<file path="config.mk">
export PLATFORM = sky130hd
export DESIGN_NAME = binary_to_bcd_display
export DESIGN_NICKNAME = d
export VERILOG_FILES = /design/src/rtl/binary_to_bcd_display.sv
export SDC_FILE = /design/constraint.sdc
export NUM_CORES = 1
export LEC_CHECK = 0
export CORE_MARGIN = 8
export CORE_UTILIZATION = 48
export CTS_CLUSTER_DIAMETER = 200
export DETAILED_ROUTE_END_ITERATION = 8
export PLACE_DENSITY_LB_ADDON = 0.1
export REMOVE_ABC_BUFFERS = 1
export SETUP_SLACK_MARGIN = 0.02
export SYNTH_ARGS = -nofsm -noshare
export SYNTH_HDL_FRONTEND = slang
export SYNTH_SLANG_ARGS = --single-unit
</file>
<file path="constraint.sdc">
create_clock -name clock -period 2.45 [get_ports clock]
set_input_delay 0.6125 -clock clock [delete_from_list [all_inputs] [get_ports clock]]
set_output_delay 0.6125 -clock clock [all_outputs]
set_load 0.03 [all_outputs]
</file>
<file path="src/rtl/binary_to_bcd_display.sv">
// Sequential shift-and-add-3 binary-to-BCD converter, one input bit per clock,
// with registered BCD digits and leading-zero blank flags for the display stage.
module binary_to_bcd_display #(
    parameter int WIDTH  = 16,
    parameter int DIGITS = 5
) (
    input  logic                  clock,
    input  logic                  reset,
    input  logic                  start,
    input  logic [WIDTH-1:0]      value,
    input  logic                  lz_blank_en,
    output logic                  busy,
    output logic                  done,
    output logic [4*DIGITS-1:0]   bcd_out,
    output logic [DIGITS-1:0]     blank_out,
    output logic [1:0]            dbg_state
);

    localparam int CW = $clog2(WIDTH + 1);
    localparam longint unsigned MAX_BIN  = (64'd1 << WIDTH) - 64'd1;
    localparam longint unsigned DEC_SPAN = 64'd10 ** DIGITS;

    if (DEC_SPAN <= MAX_BIN) begin : g_digits_too_few
        $error("binary_to_bcd_display: DIGITS too small for WIDTH");
    end

    typedef enum logic [1:0] {
        IDLE  = 2'd0,
        SHIFT = 2'd1,
        LATCH = 2'd2
    } state_t;

    state_t                state_q, state_d;
    logic [WIDTH-1:0]      shift_q, shift_d;
    logic [4*DIGITS-1:0]   scratch_q, scratch_d;
    logic [CW-1:0]         cnt_q, cnt_d;
    logic                  lz_q, lz_d;
    logic                  done_q, done_d;
    logic [4*DIGITS-1:0]   bcd_q, bcd_d;
    logic [DIGITS-1:0]     blank_q, blank_d;

    logic [4*DIGITS-1:0]   adjusted;
    logic [DIGITS-1:0]     zero_mask;
    logic                  upper_zero;

    // Add-3 correction applied before each shift so no digit leaves 0..9.
    always_comb begin
        adjusted = scratch_q;
        for (int i = 0; i < DIGITS; i++) begin
            if (scratch_q[4*i +: 4] >= 4'd5) begin
                adjusted[4*i +: 4] = scratch_q[4*i +: 4] + 4'd3;
            end
        end
    end

    // Digit 0 is never blanked so a zero value still shows a single "0".
    always_comb begin
        zero_mask  = '0;
        upper_zero = 1'b1;
        for (int i = DIGITS - 1; i >= 1; i--) begin
            upper_zero   = upper_zero & (scratch_q[4*i +: 4] == 4'd0);
            zero_mask[i] = upper_zero;
        end
    end

    always_comb begin
        state_d   = state_q;
        shift_d   = shift_q;
        scratch_d = scratch_q;
        cnt_d     = cnt_q;
        lz_d      = lz_q;
        done_d    = 1'b0;
        bcd_d     = bcd_q;
        blank_d   = blank_q;
        case (state_q)
            IDLE: begin
                if (start) begin
                    shift_d   = value;
                    scratch_d = '0;
                    cnt_d     = '0;
                    lz_d      = lz_blank_en;
                    state_d   = SHIFT;
                end
            end
            SHIFT: begin
                {scratch_d, shift_d} = {adjusted, shift_q} << 1;
                cnt_d                = cnt_q + CW'(1);
                if (cnt_q == CW'(WIDTH - 1)) begin
                    state_d = LATCH;
                end
            end
            LATCH: begin
                bcd_d   = scratch_q;
                blank_d = lz_q ? zero_mask : '0;
                done_d  = 1'b1;
                state_d = IDLE;
            end
            default: begin
                state_d = IDLE;
            end
        endcase
    end

    always_ff @(posedge clock or posedge reset) begin
        if (reset) begin
            state_q   <= IDLE;
            shift_q   <= '0;
            scratch_q <= '0;
            cnt_q     <= '0;
            lz_q      <= 1'b0;
            done_q    <= 1'b0;
            bcd_q     <= '0;
            blank_q   <= '1;
        end else begin
            state_q   <= state_d;
            shift_q   <= shift_d;
            scratch_q <= scratch_d;
            cnt_q     <= cnt_d;
            lz_q      <= lz_d;
            done_q    <= done_d;
            bcd_q     <= bcd_d;
            blank_q   <= blank_d;
        end
    end

    assign busy      = (state_q != IDLE);
    assign done      = done_q;
    assign bcd_out   = bcd_q;
    assign blank_out = blank_q;
    assign dbg_state = state_q;

endmodule

</file>
==> flow_summary.yaml, run 1 <==
outcome:
  outcome: "finished, final reports clean"
final_layout:
  area_delta_synth_final_pct: 22.97
  drive_gt1_share_pct: 12.14
  fin_cells: 423
  multi_input_comb_area_mm2: 0.001299
  diodes: 0
  final-seq-area_mm2: 0.001758
  nNetsFinal: 377
  final.fill_count: 562
setup_path:
  start_kind: "register"
  critPathCaptureType: "output pin"
  critPathTopFamily: "buffers and inverters"
  reg2reg_depth: 6
  cp.depth: 2
  path_max_fanout: 7
  reg2reg_slack_ns: 0.66
  critical_path.cell_chain: "or2_2 > clkdlybuf4s50_1"
  cpPeakStageDelay_ns: 0.60
  worst-endpoint-required_ns: 1.84
  crit_slowest_cell: "clkdlybuf4s50_1"
  cp_data_arrival_time_ns: 1.72
  path_buf_inv: 1
  critical_path_class: "register to output pin"
placed_design:
  portBuffers: 48
  dp_slack_ns: 0.1726
  gp_congestion: 0.7323
  placed_cells: 407
  hpwl_um: 4195
clock_tree:
  cts_tree: "done"
  cts_buffers: 9
  root_buffer: "clkbuf_8"
  clk_pin_slew_ns: 0.07
  clkSinkCount: 70
  cts_resized: 0
  cts-htree-levels: 3
  ctsHoldBuffers: 0
  cts_max_path_buffers: 2
  clock_latency_ns: 0.34
  post_cts_buffers: 0
yosys:
  synth-seq-cells: 70
  synth_top_cell_by_area: "dfrtp_1"
  ys_seq_area_share_pct: 55.16
  avgSynthCellArea_um2: 10.91
  synth_cell_types: 35
  synthArstFlopShare_pct: 100.0
  synthTopCellsByArea: "dfrtp_1 (51%), nand2_1 (6.4%), ha_1 (6.3%), dfstp_2 (4.1%), mux2_2 (3.9%)"
  synth-edff-count: 0
  ys_warn_count: 0
  ys.flop_type: "dfrtp_1"
  syn_area_mm2: 0.003187
  synth_top_area_share_pct: 51.04
  synthCells: 292
timing:
  worst_hold_slack_ns: 0.4748
  hold_viol_final: 0
  setup-tns-final_ns: 0
  relSlewSlack_pct: 39.43
  maxSlewViolCount: 0
  period_needed_ns: 2.333
  finClkSkew_ns: 0.008430
  setup_viol: 0
  fin_crit_sh_pct: 95.24
  layout_setup_ws_ns: 0.1166
  worst_pin_slew_ns: 0.9076
  rsz0062_at_grt: "no"
  fmax_mhz: 428.6
drt:
  vias: 2257
  ant_nets: 0
  drt_pass1_iterations: 4
  routed_wl_um: 6181
  wl_per_cell_um: 14.61
  viasPerCell: 5.336
  drc: 0
  drtIter0Drc: 116
floorplanning:
  start_util_pct: 49.90
  ios: 49
  die_area_mm2: 0.009502
  rows: 29
  coreArea_mm2: 0.006386
  die_x_um: 97.48
  fp.dieH_um: 97.48
global_routing:
  grt_max_degree: 56
  grt.total_usage_pct: 14.00
  overflow: 0
  grt_pass1_wl_um: 11170
  antenna_found_initial: 0
  grt_pass1_vias: 2366
pwr:
  power_leakage_nw: 1.789
  peakVddDrop_mv: 0.7634
  power.density_mw_per_mm2: 1357
min_path:
  holdCritPathClass: "register to register"
  whs_path_depth: 2
job:
  max-cap-violations: 0
[report_power, final]
group	leakage (nW)	internal, mW	switching, mW
Combinational	0.830	1.09	1.39
Sequential	0.863	1.64	0.334
Clock	0.0954	0.448	0.414
Total	1.79	3.18	2.14
[kinds of logic (layout without fill, tap and decap cells)]
logic type / count (synthesis) / in the layout / synth area share, %
buffers and inverters: 28 / 82 / 4.162
DFF: 70 / 70 / 55.16
adders and majority gates: 16 / 16 / 6.282
AOI/OAI and AO/OA: 72 / 72 / 14.68
muxes: 16 / 16 / 5.458
and+or+nand+nor: 85 / 85 / 12.88
xor gates and xnor gates: 5 / 5 / 1.374
[sequential cells by signal (all words and copies together) (netlist names)]
register / count
shift_q: 16
blank_out: 5
done: 1
dbg_state: 2
scratch_q: 20
cnt_q: 5
bcd_out: 20
lz_q: 1
[placed cells by master, fill, tap and decap left out, types with 6 or more instances in the layout]
cell type,synthesis,final
o31ai_1,6,6
nand2b_1,7,7
inv_1,13,12
a21oi_1,9,9
dfrtp_1,65,65
clkbuf_8,0,12
a22oi_1,15,15
o22ai_1,9,9
mux2_2,11,11
clkdlybuf4s50_1,0,48
o21ai_0,23,23
ha_1,16,16
nand2_1,54,54
[synthesized netlist by cell type (6+ instances only)]
library cell,number
dfrtp_1,65
nand2_1,54
o21ai_0,23
ha_1,16
a22oi_1,15
inv_1,13
mux2_2,11
a21oi_1,9
o22ai_1,9
buf_2,7
nand2b_1,7
clkbuf_1,6
o31ai_1,6
[per-layer routing]
metal / track usage, % / vias up / routed length (µm)
met5: 0 / - / 0
met4: 6.294 / 0 / 97
met3: 5.263 / 10 / 336
met2: 21.31 / 39 / 2820
met1: 17.17 / 1091 / 2927
li1: - / 1117 / -
[metrics by stage]
step,area [µm²],utilization (%),power [mW]
2_1_floorplan,3103,-,3.677
3_3_place_gp,3732,58.44,4.437
3_5_place_dp,3732,58.44,4.496
4_1_cts,3919,61.36,5.383
5_1_grt,3919,61.36,5.765
6_report,3919,61.36,5.319
[path summary, 6_finish.rpt]
path / endpoint / startpoint
hold / removal: blank_out[2] / blank_out[2]
hold reg to reg: blank_out[2] / blank_out[2]
min in group asynchronous: bcd_out[12] / reset
setup reg to reg: blank_out[1] / scratch_q[16]
max in group asynchronous: blank_out[4] / reset
setup / recovery: busy / dbg_state[0]
[area by class of cell]
| cell class | count | share of cell area, % |
|---|---|---|
| tap | 77 | 2.458 |
| multi-input combinational | 194 | 33.14 |
| clock buffer | 13 | 4.310 |
| sequential | 70 | 44.86 |
| inverter | 13 | 1.245 |
| clock inverter | 3 | 0.4470 |
| timing repair buffer | 53 | 13.54 |
[worst min-delay path, cell delays in order, from the launching register on]
cell     delay (ns)
dfstp_2        0.37
nand2_1        0.04
o21ai_0        0.06
Note: power is estimated with default switching activity, not from simulation.
==> run 2, diff against run 1 <==
--- a/config.mk
+++ b/config.mk
@@ -6,7 +6,7 @@
 export NUM_CORES = 1
 export LEC_CHECK = 0
 export CORE_MARGIN = 8
-export CORE_UTILIZATION = 48
+export CORE_UTILIZATION = 40
 export CTS_CLUSTER_DIAMETER = 200
 export DETAILED_ROUTE_END_ITERATION = 8
 export PLACE_DENSITY_LB_ADDON = 0.1
==> run 2 against run 1 <==
Net effect:
- worst hold slack improved by 0.0035 ns
- sequential share of layout area decreased by 0.41 points
- register-to-register slack got worse by 0.06 ns
- critical path type unchanged
- largest cell class unchanged
- highest routed layer unchanged
==> flow_summary.yaml, run 2 (synthesis results as in run 1) <==
floorplanning:
  die_area_mm2: 0.01108
  ios: 49
  rows: 32
  start_util_pct: 41.24
  die_x_um: 105.3
  fp.dieH_um: 105.3
  coreArea_mm2: 0.007727
setup_path:
  cpPeakStageDelay_ns: 0.61
  critical_path.cell_chain: "or2_2 > clkdlybuf4s50_1"
  worst-endpoint-required_ns: 1.84
  critPathTopFamily: "buffers and inverters"
  r2r-end: "blank_out[1]"
  critPathCaptureType: "output pin"
  path_buf_inv: 1
  r2r-start: "scratch_q[16]"
  start_kind: "register"
  reg2reg_depth: 6
  path_max_fanout: 7
  reg2reg_slack_ns: 0.60
  cp_data_arrival_time_ns: 1.72
  critical_path_class: "register to output pin"
  crit_slowest_cell: "clkdlybuf4s50_1"
  cp.depth: 2
min_path:
  hold_end: "shift_q[11]"
  holdCritStartpoint: "shift_q[11]"
  holdCritPathClass: "register to register"
  whs_path_depth: 2
final_layout:
  final-seq-area_mm2: 0.001758
  area_delta_synth_final_pct: 24.11
  drive_gt1_share_pct: 12.14
  multi_input_comb_area_mm2: 0.001299
  layout_common_cells: "dfrtp_1 (65), nand2_1 (54), clkdlybuf4s50_1 (48)"
  diodes: 0
  fin_cells: 448
  nNetsFinal: 377
  final.fill_count: 710
  final_common_cell: "dfrtp_1"
  post-route-util_pct: 51.18
drt:
  routed.top_layer: "met4"
  ant_nets: 0
  vias: 2259
  drc: 0
  routed_wl_um: 6507
  wl_met2_um: 2894
  wl_per_cell_um: 14.52
  dr_wl_met3_um: 403
  viasPerCell: 5.042
  drtIter0Drc: 78
  wl_met1_um: 3109
  drt_pass1_iterations: 4
global_routing:
  antenna_found_initial: 0
  grt_pass1_wl_um: 11500
  overflow: 0
  grt_pass1_vias: 2362
  grt_max_degree: 71
  grt.total_usage_pct: 12.62
clock_tree:
  cts-htree-levels: 3
  root_buffer: "clkbuf_8"
  clock_latency_ns: 0.35
  clk_pin_slew_ns: 0.07
  cts_tree: "done"
  post_cts_buffers: 0
  cts_resized: 0
  cts_buffers: 9
  ctsHoldBuffers: 0
  cts_max_path_buffers: 2
  clkSinkCount: 70
timing:
  fin_crit_sh_pct: 95.33
  finClkSkew_ns: 0.01545
  hold_viol_final: 0
  setup-tns-final_ns: 0
  fmax_mhz: 428.1
  maxSlewViolCount: 0
  setup_viol: 0
  period_needed_ns: 2.336
  worst_hold_slack_ns: 0.4784
  rsz0062_at_grt: "no"
  worst_pin_slew_ns: 0.9832
  relSlewSlack_pct: 34.38
pwr:
  power_leakage_nw: 1.786
  power.density_mw_per_mm2: 1357
  peakVddDrop_mv: 0.6956
placed_design:
  hpwl_um: 4301
  portBuffers: 48
  gp_congestion: 0.7428
  placed_cells: 432
job:
  max-cap-violations: 0
outcome:
  outcome: "finished, final reports clean"
run 2: cell count changes in the layout (fill, tap and decap cells not counted), sizes merged:
cell | previous run | this run
clkinv | 2 | 3
bufinv | 0 | 1
clkbuf | 13 | 10
clkinvlp | 1 | 2
run 2: per-layer routing:
| layer | global-route usage, % | up-vias |
|---|---|---|
| met3 | 4.872 | 10 |
| met5 | 0 | - |
| met2 | 19.92 | 43 |
| li1 | - | 1114 |
| met1 | 15.01 | 1092 |
| met4 | 5.505 | 0 |
run 2: worst max-delay path by stage:
stage,startpoint,to,slack [ns]
final,dbg_state[1],busy,0.11
after global routing,dbg_state[1],busy,0.06
after CTS,dbg_state[1],busy,0.09
after detailed placement,start,cnt_q[2],0.11
after global placement,start,cnt_q[2],0.15
after floorplan,dbg_state[0],cnt_q[2],-0.1
run 2: where the power goes:
part / leakage (nW) / internal, mW / switching, mW
clock: 0.0923 / 0.468 / 0.446
combinational: 0.830 / 1.09 / 1.39
sequential: 0.863 / 1.64 / 0.331
total: 1.79 / 3.20 / 2.17
run 2: worst min-delay path: stages, from the launching register on:
cell and delay (ns):
dfrtp_1 0.35, nand2_1 0.05, nand2_1 0.05
run 2: area by class of cell:
cell class / instances / area share [%]
flip-flops and latches: 70 / 44.45
clock buffers: 10 / 3.227
clock inverters: 6 / 1.613
inverters: 13 / 1.234
multi-input cells: 194 / 32.84
well taps: 102 / 3.227
repair buffers: 53 / 13.41
run 2: through the flow:
step           cell area [µm²]  setup slack (ns)  power (mW)
2_1_floorplan             3103          -0.09674       3.677
5_1_grt                   3955           0.06207       5.801
4_1_cts                   3955           0.09444       5.446
3_5_place_dp              3764            0.1082       4.508
3_3_place_gp              3764            0.1492       4.460
6_report                  3955            0.1143       5.369
